<file path="src/rtl/rcs_pkg.sv">
// rtl/rcs_pkg.sv - shared types and constants for the ripple count sampler
package rcs_pkg;

  typedef enum logic [1:0] {
    DISABLED = 2'd0,
    PRIME    = 2'd1,
    TRACK    = 2'd2
  } rcs_state_e;

  // All-ones value of a w-bit field (w <= 64), used as a saturation ceiling.
  function automatic logic [63:0] rcs_sat_max(input int unsigned w);
    logic [63:0] ones;
    ones = '1;
    return (w >= 64) ? ones : (ones >> (64 - w));
  endfunction

endpackage

</file>
<file path="src/rtl/rcs_bit_sync.sv">
// rtl/rcs_bit_sync.sv - multi-flop synchronizer for one asynchronous input bit
module rcs_bit_sync #(
  parameter int unsigned STAGES = 2
) (
  input  logic clk,
  input  logic rstn,
  input  logic d_i,
  output logic q_o
);

  logic [STAGES-1:0] sync_q;

  always_ff @(posedge clk or negedge rstn) begin
    if (!rstn) begin
      sync_q <= '0;
    end else begin
      sync_q <= {sync_q[STAGES-2:0], d_i};
    end
  end

  assign q_o = sync_q[STAGES-1];

endmodule

</file>
<file path="src/rtl/ripple_count_sampler.sv">
// rtl/ripple_count_sampler.sv - qualifies a rippling count bus and emits delta events and a running total
module ripple_count_sampler
  import rcs_pkg::*;
#(
  parameter int unsigned WIDTH       = 4,
  parameter int unsigned SYNC_STAGES = 2,
  parameter int unsigned STABLE_CNT  = 2,
  parameter int unsigned ACC_W       = 16
) (
  input  logic             clk,
  input  logic             rstn,
  input  logic [WIDTH-1:0] cnt_in,
  input  logic             enable,
  input  logic             clear,
  output logic [WIDTH-1:0] stable_val,
  output logic             evt_valid,
  input  logic             evt_ready,
  output logic [WIDTH-1:0] evt_delta,
  output logic             evt_sat,
  output logic [ACC_W-1:0] acc_out,
  output logic             acc_ovf
);

  localparam int unsigned RUN_W = (STABLE_CNT > 2) ? $clog2(STABLE_CNT) : 1;
  localparam logic [RUN_W-1:0] RUN_TOP  = RUN_W'(STABLE_CNT - 1);
  localparam logic [RUN_W-1:0] RUN_QUAL = RUN_W'(STABLE_CNT - 2);
  localparam logic [WIDTH-1:0] DELTA_MAX = WIDTH'(rcs_sat_max(WIDTH));
  localparam logic [ACC_W-1:0] ACC_MAX   = ACC_W'(rcs_sat_max(ACC_W));

  logic [WIDTH-1:0] samp, prev_samp_q;
  logic [RUN_W-1:0] run_q, run_d;
  logic             same, qual;
  rcs_state_e       state_q, state_d;
  logic [WIDTH-1:0] last_val_q, last_val_d, stable_q, stable_d;
  logic [WIDTH-1:0] delta, evt_delta_q, evt_delta_d;
  logic             new_evt, xfer;
  logic             evt_valid_q, evt_valid_d, evt_sat_q, evt_sat_d;
  logic [ACC_W-1:0] acc_q, acc_d;
  logic             acc_ovf_q, acc_ovf_d;
  logic [WIDTH:0]   evt_sum;
  logic [ACC_W:0]   acc_sum;

  for (genvar i = 0; i < WIDTH; i++) begin : g_sync
    rcs_bit_sync #(.STAGES(SYNC_STAGES)) u_sync (
      .clk  (clk),
      .rstn (rstn),
      .d_i  (cnt_in[i]),
      .q_o  (samp[i])
    );
  end

  // Run length saturates so qual fires exactly once per stable stretch.
  always_comb begin
    same  = (samp == prev_samp_q);
    run_d = '0;
    if (same) run_d = (run_q == RUN_TOP) ? run_q : run_q + 1'b1;
    qual  = same && (run_q == RUN_QUAL);
  end

  always_comb begin
    state_d    = state_q;
    last_val_d = last_val_q;
    stable_d   = stable_q;
    new_evt    = 1'b0;
    delta      = samp - last_val_q;
    case (state_q)
      DISABLED: if (enable) state_d = PRIME;
      PRIME: if (qual) begin
        last_val_d = samp;
        stable_d   = samp;
        state_d    = TRACK;
      end
      TRACK: if (qual && (samp != last_val_q)) begin
        last_val_d = samp;
        stable_d   = samp;
        new_evt    = 1'b1;
      end
      default: state_d = DISABLED;
    endcase
    if (!enable || clear) begin
      last_val_d = last_val_q;
      stable_d   = stable_q;
      new_evt    = 1'b0;
      state_d    = (clear && enable) ? PRIME : DISABLED;
    end
  end

  always_comb begin
    xfer        = evt_valid_q && evt_ready;
    evt_sum     = {1'b0, evt_delta_q} + {1'b0, delta};
    acc_sum     = {1'b0, acc_q} + (ACC_W+1)'(delta);
    evt_valid_d = evt_valid_q;
    evt_delta_d = evt_delta_q;
    evt_sat_d   = evt_sat_q;
    acc_d       = acc_q;
    acc_ovf_d   = acc_ovf_q;
    if (clear) begin
      evt_valid_d = 1'b0;
      evt_delta_d = '0;
      evt_sat_d   = 1'b0;
      acc_d       = '0;
      acc_ovf_d   = 1'b0;
    end else if (new_evt) begin
      if (acc_sum[ACC_W]) begin
        acc_d     = ACC_MAX;
        acc_ovf_d = 1'b1;
      end else begin
        acc_d = acc_sum[ACC_W-1:0];
      end
      // A still-pending event absorbs the new delta instead of being lost.
      if (!evt_valid_q || xfer) begin
        evt_valid_d = 1'b1;
        evt_delta_d = delta;
      end else if (evt_sum[WIDTH]) begin
        evt_delta_d = DELTA_MAX;
        evt_sat_d   = 1'b1;
      end else begin
        evt_delta_d = evt_sum[WIDTH-1:0];
      end
    end else if (xfer) begin
      evt_valid_d = 1'b0;
    end
  end

  always_ff @(posedge clk or negedge rstn) begin
    if (!rstn) begin
      prev_samp_q <= '0;
      run_q       <= '0;
      state_q     <= DISABLED;
      last_val_q  <= '0;
      stable_q    <= '0;
      evt_valid_q <= 1'b0;
      evt_delta_q <= '0;
      evt_sat_q   <= 1'b0;
      acc_q       <= '0;
      acc_ovf_q   <= 1'b0;
    end else begin
      prev_samp_q <= samp;
      run_q       <= run_d;
      state_q     <= state_d;
      last_val_q  <= last_val_d;
      stable_q    <= stable_d;
      evt_valid_q <= evt_valid_d;
      evt_delta_q <= evt_delta_d;
      evt_sat_q   <= evt_sat_d;
      acc_q       <= acc_d;
      acc_ovf_q   <= acc_ovf_d;
    end
  end

  assign stable_val = stable_q;
  assign evt_valid  = evt_valid_q;
  assign evt_delta  = evt_delta_q;
  assign evt_sat    = evt_sat_q;
  assign acc_out    = acc_q;
  assign acc_ovf    = acc_ovf_q;

endmodule

</file>
<file path="config.mk">
export PLATFORM = sky130hd
export DESIGN_NAME = ripple_count_sampler
export DESIGN_NICKNAME = d
export VERILOG_FILES = /design/src/rtl/rcs_pkg.sv /design/src/rtl/rcs_bit_sync.sv /design/src/rtl/ripple_count_sampler.sv
export SDC_FILE = /design/constraint.sdc
export NUM_CORES = 1
export LEC_CHECK = 0
export ABC_AREA = 1
export CAP_MARGIN = 20
export CORE_ASPECT_RATIO = 1.25
export CORE_UTILIZATION = 53
export DETAILED_ROUTE_END_ITERATION = 6
export PLACE_DENSITY = 0.83
export REMOVE_ABC_BUFFERS = 1
export SYNTH_ARGS = -nofsm -noshare
export SYNTH_HDL_FRONTEND = slang
export SYNTH_HIERARCHICAL = 1
export SYNTH_SLANG_ARGS = --single-unit
</file>
<file path="constraint.sdc">
create_clock -name clk -period 4.7 [get_ports clk]
set_clock_uncertainty 0.15 [all_clocks]
set_input_delay 0.47 -clock clk [delete_from_list [all_inputs] [get_ports clk]]
set_output_delay 0.47 -clock clk [all_outputs]
set_load 0.02 [all_outputs]
</file>
# After elaboration in Yosys (flattened, before gate mapping)

Index checks and enable logic that the tools add are counted.

Multiply operators: 0
Multiplexer cells: 31
Equality and inequality tests: 11
Div/mod/pow operators: 0
$add $sub $neg: 4
Bitwise logic cells: 2
Reductions and logical operators: 19
Shift-type cells: 0
Magnitude comparators: 0

Operators by type and width:

| operator                                                              | number |
|---|---|
| 16-bit 2-to-1 mux                                                     | 3 |
| 4-bit 2-to-1 mux                                                      | 6 |
| 16-bit by 4-bit adder with 17-bit output                              | 1 |
| 1-bit 2-to-1 mux                                                      | 17 |
| 2-bit != test, second input constant                                  | 4 |
| 4-bit case mux with 2 select lines                                    | 1 |
| 2-bit nonzero test                                                    | 4 |
| 2-bit 2-to-1 mux                                                      | 3 |
| 3-bit != test, second input constant                                  | 2 |
| 2-bit case mux with 3 select lines                                    | 1 |
| 3-bit AND reduction                                                   | 2 |
| 4-bit by 4-bit adder with 5-bit output                                | 1 |
| 4-bit equality test                                                   | 1 |
| 1-bit logical AND                                                     | 4 |
| 4-bit != test                                                         | 1 |
| 2-bit AND reduction                                                   | 2 |
| 4-bit AND reduction                                                   | 1 |
| 4-bit subtractor                                                      | 1 |
| 3-bit by 2-bit != test with 1-bit output, second input constant       | 1 |
| 3-bit nonzero test                                                    | 1 |
| 2-bit by 1-bit equality test with 1-bit output, second input constant | 1 |
| 2-bit equality test, second input constant                            | 1 |
| 1-bit logical NOT                                                     | 2 |
| 2-bit logical NOT                                                     | 1 |
| 3 further kinds                                                       | 5 |

Memories kept: 0
Output and inout port bits: 27
Register bits after elaboration: 42
Memory bits (read-only): 0
Bits in latches: 0
Input port bits: 9
RAM bits: 0

# Depth between registers and ports, before layout

Depth in word-level cells: 8
Depth in mapped cells: 16

# Cells and area by module

The synthesis kept the hierarchy.

Modules (own cells, without submodules):

| module               | cells each | instances | area an instance (sq um) |
|---|---|---|---|
| ripple_count_sampler | 323        | 1         | 2524.9 |
| rcs_bit_sync         | 2          | 4         | 50.0 |

# Worst setup path after synthesis

OpenSTA, ideal clock, no wires.

Path kind: register to register
Start point: register, netlist name stable_val[0]
End point: register acc_q[6] (netlist: acc_out[6])
Library setup time: 65 ps
Buffers on the path: 0
Setup slack: 2015 ps
Required time: 4485 ps
Cell stages (with the launch flop): 11
Arrival: 2470 ps
Period minus slack after synthesis: 2685 ps
Path through: dfrtp_1 ha_1 fa_1 fa_1 nand3b_1 nand2_1 nand2_1 or2_2 nand3_1 nand2_1 nand2_1

RTL lines:

| element                | RTL line                    | RTL |
|---|---|---|
| end signal: assignment | ripple_count_sampler.sv:135 | `acc_q <= '0;` |
| end signal: assignment | ripple_count_sampler.sv:146 | `acc_q <= acc_d;` |
| end: declaration       | ripple_count_sampler.sv:38  | `logic [ACC_W-1:0] acc_q, acc_d;` |

# Final worst setup path

Start point: register g_sync[0].u_sync.sync_q[1]
End point: register acc_q[11] (netlist: acc_out[11])

Longest elaborated chain between the ends: 7
Elaborated cells on any way between the ends: 13
Those cells by class: 2 x add/sub; 2 x eq/ne; 6 x mux; 3 x reduce/logical

Ends and longest elaborated chain:

| element                                                                                          | RTL line           | RTL |
|---|---|---|
| start: declaration                                                                               | rcs_bit_sync.sv:11 | `logic [STAGES-1:0] sync_q;` |
| start signal: assignment                                                                         | rcs_bit_sync.sv:17 | `sync_q <= {sync_q[STAGES-2:0], d_i};` |
| parallel branches: the longest is 7 deep, another holds 16-bit by 4-bit adder with 17-bit output | n/a                |  |

Parallel ways; which one is timed is not known. The select of a mux whose other input is x is not followed.
A chain may end at the register's enable or synchronous reset.

==> load_flow_metrics.sql <==
INSERT INTO impl_metrics (metric_group, metric, value, unit) VALUES
('power', 'vdd_drop_max', '0.0002402', 'V'),
('synth', 'syn_avg_cell_area', '8.233', 'sq um'),
('run_status', 'outcome', 'finished, final reports clean', ''),
('routing', 'post-route-drc-count', '0', ''),
('floorplan', 'starting_density_of_the_core', '56.37', '%'),
('worst_setup_path', 'setup.worst_path.end_class', 'register', ''),
('worst_setup_path', 'startpoint', 'g_sync[0].u_sync/sync_q[1]', ''),
('clock_tree', 'tritoncts_num_sinks', '42', ''),
('synth', 'synth_top_family_by_area', 'simple AND/OR/NAND/NOR gates', ''),
('timing', 'timing.max_slew.rel_slack', '32.23', '%'),
('worst_setup_path', 'slowest_stage', 'sky130_fd_sc_hd__fa_1', ''),
('synth', 'mux_cell_area_share_after_synthesis', '0', '%'),
('global_route', 'grt_antenna_before_repair', '0', ''),
('timing', 'timing.setup.tns', '0', 'ps'),
('floorplan', 'dieHeight', '82.17', 'um'),
('clock_tree', 'post-cts-setup-buffers', '0', ''),
('timing', 'setup_repair_after_global_routing_missed_its_margin', 'false', ''),
('synth', 'synth_cell_types', '28', ''),
('global_route', 'first_global_vias', '2239', ''),
('clock_tree', 'cts_root_buffer', 'sky130_fd_sc_hd__clkbuf_8', ''),
('placed_design', 'post-dp-hpwl', '4191', 'um'),
('layout', 'antenna_cells', '0', ''),
('flow_run', 'drv_cap', '0', ''),
('synth', 'synthesis.instances', '331', ''),
('synth', 'synthXorXnorAreaFrac', '2.571', '%'),
('clock_tree', 'worstSkewPairLatency', '290', 'ps'),
('clock_tree', 'post_cts_hold_buffer_count', '0', ''),
('worst_setup_path', 'critical_path_arrival', '3030', 'ps'),
('floorplan', 'coreArea', '0.004835', 'sq mm'),
('worst_setup_path', 'crit_path_max_fanout', '7', ''),
('layout', 'syn_to_final_growth', '15.98', '%'),
('synth', 'synth-compound-area-share', '4.545', '%'),
('power', 'total_leakage_power', '0.001519', 'uW'),
('global_route', 'grt_first_pass_wirelength', '9597', 'um'),
('synth', 'postSynthRegisterBits', '42', ''),
('timing', 'tightest_slew', '1015', 'ps'),
('power', 'pwr_density_cell', '292.0', 'mW/mm^2'),
('timing', 'finalCriticalPeriod', '2937', 'ps'),
('layout', 'post_route_cells_drive_above_1_share', '12.30', '%'),
('placed_design', 'gp_congestion', '0.9533', ''),
('clock_tree', 'cts_inserted_buffers', '5', ''),
('floorplan', 'die_width', '66.14', 'um'),
('worst_setup_path', 'slowest_delay', '560', 'ps'),
('clock_tree', 'cts_tree', 'done', ''),
('routing', 'routed_wire_length_per_instance', '13.31', 'um'),
('routing', 'drt-initial-drc-count', '150', ''),
('routing', 'firstDrtPassIters', '4', ''),
('synth', 'syn-cell-area', '0.002725', 'sq mm'),
('routing', 'number_of_nets_with_antenna_violations_after_detailed_routing', '0', ''),
('routing', 'route.vias.total', '2276', ''),
('timing', 'slew_viol_final', '0', ''),
('hold_path', 'hold_path.class', 'in2async', ''),
('global_route', 'grt_start_max_net_pins', '43', ''),
('synth', 'synth.yosys.seq_area_share', '38.57', '%'),
('clock_tree', 'h-tree-depth', '2', ''),
('global_route', 'grt_util_all_layers', '23.26', '%'),
('floorplan', 'ios', '36', ''),
('synth', 'synth-adder-area-share', '9.550', '%'),
('worst_setup_path', 'worst_setup_sp_type', 'register', ''),
('placed_design', 'io_buffer_count', '35', ''),
('worst_setup_path', 'path_common_cell', 'sky130_fd_sc_hd__nand2_1', ''),
('clock_tree', 'path_clk_slew', '90', 'ps'),
('routing', 'total_detailed_routing_wirelength', '5669', 'um'),
('worst_setup_path', 'path_cells', 'inv_1 -> ha_1 -> fa_1 -> fa_1 -> nand3b_1 -> nand2_1 -> nand3_2 -> nor2_4 -> inv_2 -> nand3_1 -> nand2_1 -> nand2_1', ''),
('global_route', 'grt-ovfl-total', '0', ''),
('clock_tree', 'cts_max_path_buffers', '2', ''),
('synth', 'synth-simple-area-share', '36.50', '%'),
('placed_design', 'post-place-cells', '419', ''),
('synth', 'yosys_warnings', '6', ''),
('floorplan', 'std_cell_rows', '28', ''),
('timing', 'finalSetupViolCount', '0', ''),
('timing', 'timing.fmax', '340.4', 'MHz'),
('clock_tree', 'postCtsResizedCells', '0', ''),
('worst_setup_path', 'crit-reg2reg-launch', 'g_sync[0].u_sync/sync_q[1]', ''),
('timing', 'timing.final.hold_violations', '0', ''),
('worst_setup_path', 'timing_worst_setup_path_type', 'reg2reg', ''),
('layout', 'layout.cells.non_filler', '426', ''),
('routing', 'viasPerCell', '5.343', ''),
('worst_setup_path', 'worst_endpoint_required_time', '4790', 'ps'),
('layout', 'final_nets', '394', ''),
('floorplan', 'die_area', '0.005434', 'sq mm'),
('timing', 'layout_worst_path_cycle_share', '62.50', '%');
[through the flow]
step / hold slack [ps] / instance area (sq um) / power (uW) / worst slack (ps) / utilization [%]
final: 150.8 / 3161 / 922.7 / 1763 / 65.37
after CTS: 203.5 / 3161 / 929.7 / 1773 / 65.37
after global placement: 182.4 / 3082 / 690.4 / 1949 / 63.74
after global routing: 213.0 / 3161 / 976.1 / 1538 / 65.37
after floorplan: 24.41 / 2661 / 610.9 / 1990 / -
after detailed placement: 185.8 / 3082 / 700.2 / 1796 / 63.74
[area by class of cell]
cell class                 count  area (sq um)
fill                         431          1674
multi-input combinational    239          1449
sequential                    42          1051
timing repair buffer          35         345.3
inverter                      43         161.4
tap                           60         75.07
clock buffer                   5         68.82
clock inverter                 2         10.01
[critical path, delay by kind of cell, from the launching register on]
family / cells / cell delay, ps
DFF: 1 / 390
adders and majority gates: 3 / 1240
buffers and inverters: 2 / 170
and+or+nand+nor: 7 / 930
[layout by cell type, fill, tap and decap left out, drive strengths merged]
| cell type | instances |
|---|---|
| a21oi | 12 |
| fa | 3 |
| dfrtp | 42 |
| buf | 1 |
| nand4 | 5 |
| nand3b | 8 |
| clkbuf | 5 |
| clkdlybuf4s50 | 34 |
| nor2 | 14 |
| nor3 | 4 |
| ha | 16 |
| clkinv | 2 |
| xor2 | 4 |
| o21a | 1 |
| xnor2 | 4 |
| nand3 | 53 |
| o21ai | 9 |
| inv | 43 |
| or2 | 2 |
| nor4 | 1 |
| nand2 | 103 |
[path summary, 6_finish.rpt]
path                                              end  slack (ps)  cells after the start
max                                       acc_out[11]        1760                     12
min                                        acc_out[3]         150                      1
max reg2reg                               acc_out[11]        1760                     12
min reg2reg                g_sync[0].u_sync/sync_q[1]         200                      0
max in group asynchronous              prev_samp_q[0]        3660                      1
min in group clk           g_sync[0].u_sync/sync_q[1]         200                      0
[cell families (layout without fill, tap and decap cells)]
kind of cell | count (synthesis) | after routing
fa+ha+maj | 19 | 19
compound gates | 22 | 22
flops | 42 | 42
xor+xnor | 8 | 8
simple gates | 190 | 190
buf+inv | 50 | 85
[flip-flops by register name, summed over array words and instances (netlist names), 2 cells and up]
name and count:
stable_val 4, state_q 2, prev_samp_q 4, g_sync.u_sync/sync_q 8, evt_delta 4, acc_out 16
[Yosys cell counts]
cell type	n	area [sq um]
sky130_fd_sc_hd__clkbuf_1	1	3.750
sky130_fd_sc_hd__a21oi_1	11	55.05
sky130_fd_sc_hd__or2_2	2	12.51
sky130_fd_sc_hd__nor2_4	4	45.04
sky130_fd_sc_hd__xor2_1	4	35.03
sky130_fd_sc_hd__nand2_2	3	18.77
sky130_fd_sc_hd__inv_2	3	11.26
sky130_fd_sc_hd__fa_1	3	60.06
sky130_fd_sc_hd__o21a_1	1	7.510
sky130_fd_sc_hd__nor2_2	2	12.51
sky130_fd_sc_hd__dfrtp_1	42	1051
sky130_fd_sc_hd__a21oi_4	1	16.27
sky130_fd_sc_hd__nand3b_1	8	60.06
sky130_fd_sc_hd__nand3_2	21	210.2
sky130_fd_sc_hd__nor4_1	1	6.260
sky130_fd_sc_hd__nand3_4	1	17.52
sky130_fd_sc_hd__nor3_1	4	20.02
sky130_fd_sc_hd__nand4_1	5	31.28
sky130_fd_sc_hd__o21ai_1	5	25.02
sky130_fd_sc_hd__o21ai_0	4	20.02
sky130_fd_sc_hd__buf_4	2	15.01
sky130_fd_sc_hd__buf_6	4	45.04
sky130_fd_sc_hd__ha_1	16	200.2
sky130_fd_sc_hd__nor2_1	8	30.03
sky130_fd_sc_hd__xnor2_1	4	35.03
sky130_fd_sc_hd__nand2_1	100	375.4
sky130_fd_sc_hd__inv_1	40	150.1
sky130_fd_sc_hd__nand3_1	31	155.2
[where the power goes]
group / leakage (uW) / switching (uW) / internal [uW] / total (uW)
clock network: 0.0000438 / 126 / 99.9 / 226
registers: 0.000551 / 21.3 / 382 / 403
logic: 0.000924 / 176 / 118 / 294
total: 0.00152 / 323 / 599 / 923
[metal layers]
metal  global-route usage (%)  vias up  share of wire (%)
li1                         -     1129                  -
met5                        0        -                  0
met4                    11.06        0                1.6
met2                    44.69       54                 55
met1                    24.47     1083                 39
met3                    3.434       10                3.5
No activity file was read; power rests on OpenSTA's default activity.
